$ cat src/rtl/weight_loader.sv
// Weight loader: turns a load command plus a stream of weight rows into
// NoC flits that write consecutive register-file words of one DPE.
module weight_loader #(
    parameter int DATAW = 512,
    parameter int USERW = 75,
    parameter int DESTW = 4,
    parameter int IDW   = 2,
    parameter int DPES  = 64
) (
    input  logic                   clk,
    input  logic                   rst_n,

    input  logic                   cmd_valid,
    output logic                   cmd_ready,
    input  logic [DESTW-1:0]       cmd_node,
    input  logic [5:0]             cmd_dpe,
    input  logic [8:0]             cmd_base,
    input  logic [8:0]             cmd_len,

    input  logic                   in_valid,
    output logic                   in_ready,
    input  logic [DATAW-1:0]       in_data,

    output logic                   axis_tx_tvalid,
    input  logic                   axis_tx_tready,
    output logic [DATAW+USERW-1:0] axis_tx_tdata,
    output logic [DESTW-1:0]       axis_tx_tdest,
    output logic [IDW-1:0]         axis_tx_tid,
    output logic                   axis_tx_tlast,

    output logic                   busy,
    output logic                   done
);

    // Handshakes: a transfer happens on a rising clk edge where valid and
    // ready are both 1; a valid source holds its payload until that edge.

    typedef enum logic {
        IDLE   = 1'b0,
        STREAM = 1'b1
    } state_t;

    state_t state;
    state_t state_nxt;

    logic             armed;
    logic [DESTW-1:0] node_q;
    logic [5:0]       dpe_q;
    logic [8:0]       base_q;
    logic [8:0]       len_q;
    logic [9:0]       words_in;
    logic [9:0]       words_total;

    logic cmd_hs;
    logic in_hs;
    logic tx_hs;
    logic final_hs;

    logic [8:0]       rf_addr;
    logic [DPES-1:0]  dpe_onehot;
    logic [USERW-1:0] header;
    logic             row_is_last;

    assign cmd_hs   = cmd_valid && cmd_ready;
    assign in_hs    = in_valid && in_ready;
    assign tx_hs    = axis_tx_tvalid && axis_tx_tready;
    assign final_hs = (state == STREAM) && tx_hs && axis_tx_tlast;

    assign words_total = {1'b0, len_q} + 10'd1;

    // ---------------- state register ----------------
    always_ff @(posedge clk or negedge rst_n) begin
        if (!rst_n) begin
            state <= IDLE;
        end else begin
            state <= state_nxt;
        end
    end

    // ---------------- next-state logic ----------------
    always_comb begin
        state_nxt = state;
        case (state)
            IDLE: begin
                if (cmd_hs) begin
                    state_nxt = STREAM;
                end
            end
            STREAM: begin
                if (final_hs) begin
                    state_nxt = IDLE;
                end
            end
            default: state_nxt = IDLE;
        endcase
    end

    // ---------------- output logic ----------------
    // armed keeps cmd_ready low while reset is held and until the first edge after release.
    always_comb begin
        cmd_ready = 1'b0;
        in_ready  = 1'b0;
        busy      = 1'b0;
        case (state)
            IDLE: begin
                cmd_ready = armed;
            end
            STREAM: begin
                busy     = 1'b1;
                in_ready = (words_in < words_total) && (!axis_tx_tvalid || axis_tx_tready);
            end
            default: begin
                cmd_ready = 1'b0;
            end
        endcase
    end

    always_ff @(posedge clk or negedge rst_n) begin
        if (!rst_n) begin
            armed <= 1'b0;
        end else begin
            armed <= 1'b1;
        end
    end

    // ---------------- command latch and row counter ----------------
    always_ff @(posedge clk or negedge rst_n) begin
        if (!rst_n) begin
            node_q   <= '0;
            dpe_q    <= '0;
            base_q   <= '0;
            len_q    <= '0;
            words_in <= '0;
        end else if (cmd_hs) begin
            node_q   <= cmd_node;
            dpe_q    <= cmd_dpe;
            base_q   <= cmd_base;
            len_q    <= cmd_len;
            words_in <= '0;
        end else if (in_hs) begin
            words_in <= words_in + 10'd1;
        end
    end

    // ---------------- header for the row being accepted ----------------
    // 9-bit add wraps 511 -> 0 on its own.
    assign rf_addr     = base_q + words_in[8:0];
    assign dpe_onehot  = {{(DPES-1){1'b0}}, 1'b1} << dpe_q;
    assign header      = {dpe_onehot, 2'b11, rf_addr};
    assign row_is_last = (words_in == {1'b0, len_q});

    // ---------------- output register ----------------
    // Loading while the current flit leaves gives one flit per cycle.
    always_ff @(posedge clk or negedge rst_n) begin
        if (!rst_n) begin
            axis_tx_tvalid <= 1'b0;
            axis_tx_tdata  <= '0;
            axis_tx_tdest  <= '0;
            axis_tx_tlast  <= 1'b0;
        end else if (in_hs) begin
            axis_tx_tvalid <= 1'b1;
            axis_tx_tdata  <= {header, in_data};
            axis_tx_tdest  <= node_q;
            axis_tx_tlast  <= row_is_last;
        end else if (tx_hs) begin
            axis_tx_tvalid <= 1'b0;
        end
    end

    assign axis_tx_tid = '0;

    always_ff @(posedge clk or negedge rst_n) begin
        if (!rst_n) begin
            done <= 1'b0;
        end else begin
            done <= final_hs;
        end
    end

endmodule

$ cat config.mk
export PLATFORM = sky130hd
export DESIGN_NAME = weight_loader
export DESIGN_NICKNAME = d
export VERILOG_FILES = /design/src/rtl/weight_loader.sv
export SDC_FILE = /design/constraint.sdc
export NUM_CORES = 1
export LEC_CHECK = 0
export CAP_MARGIN = 20
export CORE_AREA = 2 2 449 451
export CTS_CLUSTER_SIZE = 30
export DETAILED_ROUTE_END_ITERATION = 6
export DIE_AREA = 0 0 451 453
export HOLD_SLACK_MARGIN = 0.05
export MAX_ROUTING_LAYER = met4
export PLACE_DENSITY_LB_ADDON = 0.15
export SLEW_MARGIN = 20
export SYNTH_ARGS = -nofsm -noshare
export SYNTH_HDL_FRONTEND = slang
export SYNTH_SLANG_ARGS = --single-unit
$ cat constraint.sdc
create_clock -name clk -period 3.1 [get_ports clk]
set_input_delay 0.93 -clock clk [delete_from_list [all_inputs] [get_ports clk]]
set_output_delay 0.93 -clock clk [all_outputs]
set_load 0.02 [all_outputs]
==> results.md <==
- Max Slew Vio Count: 0
- Worst Clk Skew: 25.3 ps
- Finished Layout Cells: 5717
- Initial detailed-routing violation count: 883
- Worst-skew pair later-pin latency: 690 ps
- Area growth from synthesis to layout: 75.0%
- Number of global-route vias before repair: 20200
- Post-DP HPWL: 103000 um
- Antenna violations before repair: 46
- DRC viols: 12
- Drt pass-1 iters: 7
- WL/cell: 23.4 um
- Fraction of the mapped netlist area in compound gates: 4.07%
- Post-DP Area: 41200 um^2
- Final worst slack: -527 ps
- First-pass GRT wire length: 179000 um
- Die Wd: 451 um
- Power Density: 427 nW/um^2
- CTS clk-pin slew, worst paths: 50 ps
- Die area: 204000 um^2
- Gr usage total: 12.9%
- Row cnt: 164
- Fill cells: 21200
- Netlist Area Pre-Place: 26000 um^2
- Cells after Synth: 1650
- Pleak: 0.0197 uW
- Post-synthesis sequential area ratio: 61.0%
- Worst path cell trace: nand3_2 -> inv_2 -> and3_4 -> nand3_1 -> xor2_1 -> ha_1 -> nand4_1 -> a21oi_2 -> o21ai_2 -> and2_4 -> buf_6
- Slowest stage delay, CP: 370 ps
- Hold_buf cts: 0
- WP data required: 2170 ps
- Slew HR: 36.0%
- Vias: 18900
- Layout cells sized above 1: 28.3%
- Warnings from Yosys: 0
- Max-Cap Viols: 0
- H-tree Lvls: 3
- Setup Total Neg Slack: -59890 ps
- Primary FF master, synth: dfrtp_1
- Synth Area in XOR/XNOR: 0.775%
- Initial core utilization: 13.0%
- Failing checks: DRC, setup timing
- Peak VDD IR: 0.000366 V
- GPL Wtd Cong: 0.791
- Clock sink total: 633
- Worst path bufs/invs: 2
- Core Box Area: 199000 um^2
- Syn Area/Cell: 15.7 um^2
- Fin crit period: 3630 ps
- TritonCTS buffer count: 88
- Post-Place Cells: 5468
- Setup violators final: 477
- Clk buf depth: 3
- Crit path kind: reg -> out
- Synth area leaders: dfrtp_1 (61%), mux2_4 (14%), mux2_2 (12%)
- Worst Hold Class: in -> async
- Die height: 453 um
- Register Area: 15800 um^2
- Main combinational cell family by area after synthesis: multiplexers
- Top-area cell type share of the netlist area: 61.0%
- Top cell type by total area after synthesis: dfrtp_1
- Simple-Gate Fraction of Synth Area: 2.97%
- Global route overflow: 0
- CP Launch Type: flop
- Worst Tran Pin Value: 959 ps
- Most instantiated library cell after synthesis: dfrtp_1
- EDFF count, synth: 0
- Root Driver: clkbuf_16
- IO Port Bufs: 1141
- Multi-input logic area: 9240 um^2
- CTS tree: yes
- Drt total wl: 134000 um
- Nets: 3528
- Total chip power: 19400 uW
- Final core utilization: 22.8%
- WP data arrival: 2700 ps
- Adder-cell share of the synthesized area: 1.04%
- CP delay by family, top: simple AND/OR/NAND/NOR gates
- Status: finished with violations
- Synth top cells by count: dfrtp_1 (633), mux2_2 (277), mux2_4 (247)
- Crit end category: output pin
- Crit path max fanout: 2
- Cell variety after synth: 48
- Post-synthesis mux area share: 26.4%
- Fin area: 45500 um^2
- RSZ-0062 raised after global routing: true
- Highest-delay cell along the critical path: dfrtp_1
- Flops & latches, synth: 633
- Fmax achieved: 276 MHz
- Final period utilization: 117%
- Vias per inst: 3.31
- I/O pin total: 1144
- Hold Vio Cnt, Final: 0
- Post-route ant nets: 0
- Pin count of the biggest net entering global routing: 98
- Asr flop ratio synth: 100%
-- flip-flops by register name (all words and copies together) (netlist names) --
| register | cells |
|---|---|
| armed | 1 |
| axis_tx_tdata | 586 |
| axis_tx_tdest | 4 |
| axis_tx_tlast | 1 |
| axis_tx_tvalid | 1 |
| base_q | 9 |
| done | 1 |
| dpe_q | 6 |
| len_q | 9 |
| node_q | 4 |
| state | 1 |
| words_in | 10 |
-- kinds of logic (layout without fill, tap and decap cells) --
logic type      Yosys count  after routing
buf+inv                 109           1485
flops                   633            633
compound gates          166            166
mux                     528            528
xor+xnor                 23             23
other cells               2             37
fa+ha+maj                21             21
simple gates            168            168
-- worst paths after layout --
| path | startpoint | end | slack [ps] | cells past startpoint |
|---|---|---|---|---|
| max | len_q[1] | in_ready | -530 | 11 |
| min | rst_n | axis_tx_tdata[334] | 160 | 1 |
| max reg2reg | len_q[1] | axis_tx_tdata[188] | -310 | 19 |
| min reg2reg | node_q[2] | node_q[2] | 470 | 2 |
| max in group asynchronous | rst_n | axis_tx_tdata[418] | 1950 | 2 |
| min in group clk | node_q[2] | node_q[2] | 470 | 2 |
-- worst reg2reg max path: cells and delay by family, from the launching register on --
| family | cells | cell delay [ps] |
|---|---|---|
| buf+inv | 9 | 1160 |
| simple gates | 5 | 550 |
| compound gates | 2 | 400 |
| flops | 1 | 370 |
| mux | 1 | 330 |
| fa+ha+maj | 1 | 320 |
| xor+xnor | 1 | 170 |
-- layout by cell type (no fill, tap or decap), drive strengths merged, types with 2 or more instances in the layout --
master	instances
a21oi	6
a31o	2
a31oi	5
and2	3
and3	9
buf	171
bufbuf	4
bufinv	2
clkbuf	137
clkdlybuf4s50	1138
clkinv	15
clkinvlp	2
conb	3
dfrtp	633
diode	34
ha	20
inv	16
mux2	524
mux2i	4
nand2	100
nand2b	7
nand3	22
nand4	3
nor2	8
nor2b	6
nor3	2
nor4	2
o211ai	2
o21a	2
o21ai	76
o311ai	2
o31ai	67
or2	2
or3	2
xnor2	11
xor2	12
-- metal layers --
| layer | vias up | part of all wire [%] | GRT usage, % | routed length [um] |
|---|---|---|---|---|
| met5 | - | 0 | - | 0 |
| met4 | 0 | 1.7 | 2.51 | 2280 |
| met3 | 144 | 7.1 | 4.34 | 9450 |
| met2 | 679 | 52 | 22.9 | 70200 |
| met1 | 9500 | 39 | 14.1 | 51900 |
| li1 | 8586 | - | - | - |
-- area by class of cell --
type,count,share of cell area (%)
Antenna cell,34,0.187
Clock inverter,24,0.525
Tap cell,2656,7.31
Clock buffer,131,5.71
Sequential cell,633,34.8
Timing Repair Buffer,1319,31.0
Multi-Input combinational cell,909,20.3
Inverter,11,0.0908
-- power by group --
part	internal, uW	switching (uW)
sequential	8270	0.113
clock	5950	4200
combinational	653	341
total	14900	4540
-- per-stage QoR --
| step | setup WS, ps | hold WS (ps) |
|---|---|---|
| floorplan | 6.54 | 440 |
| CTS | -648 | 94.8 |
| detailed placement | -88.8 | 464 |
| global placement | -109 | 461 |
| global route | -700 | 102 |
| finish | -527 | 155 |
-- what timing repair did --
action	in CTS	in global routing
cloned	18	8
pin swaps	9	1
endpoints found under the setup margin	381	593
gates resized for setup	79	25
buffers inserted	24	11
No activity file was read; power rests on OpenSTA's default activity.
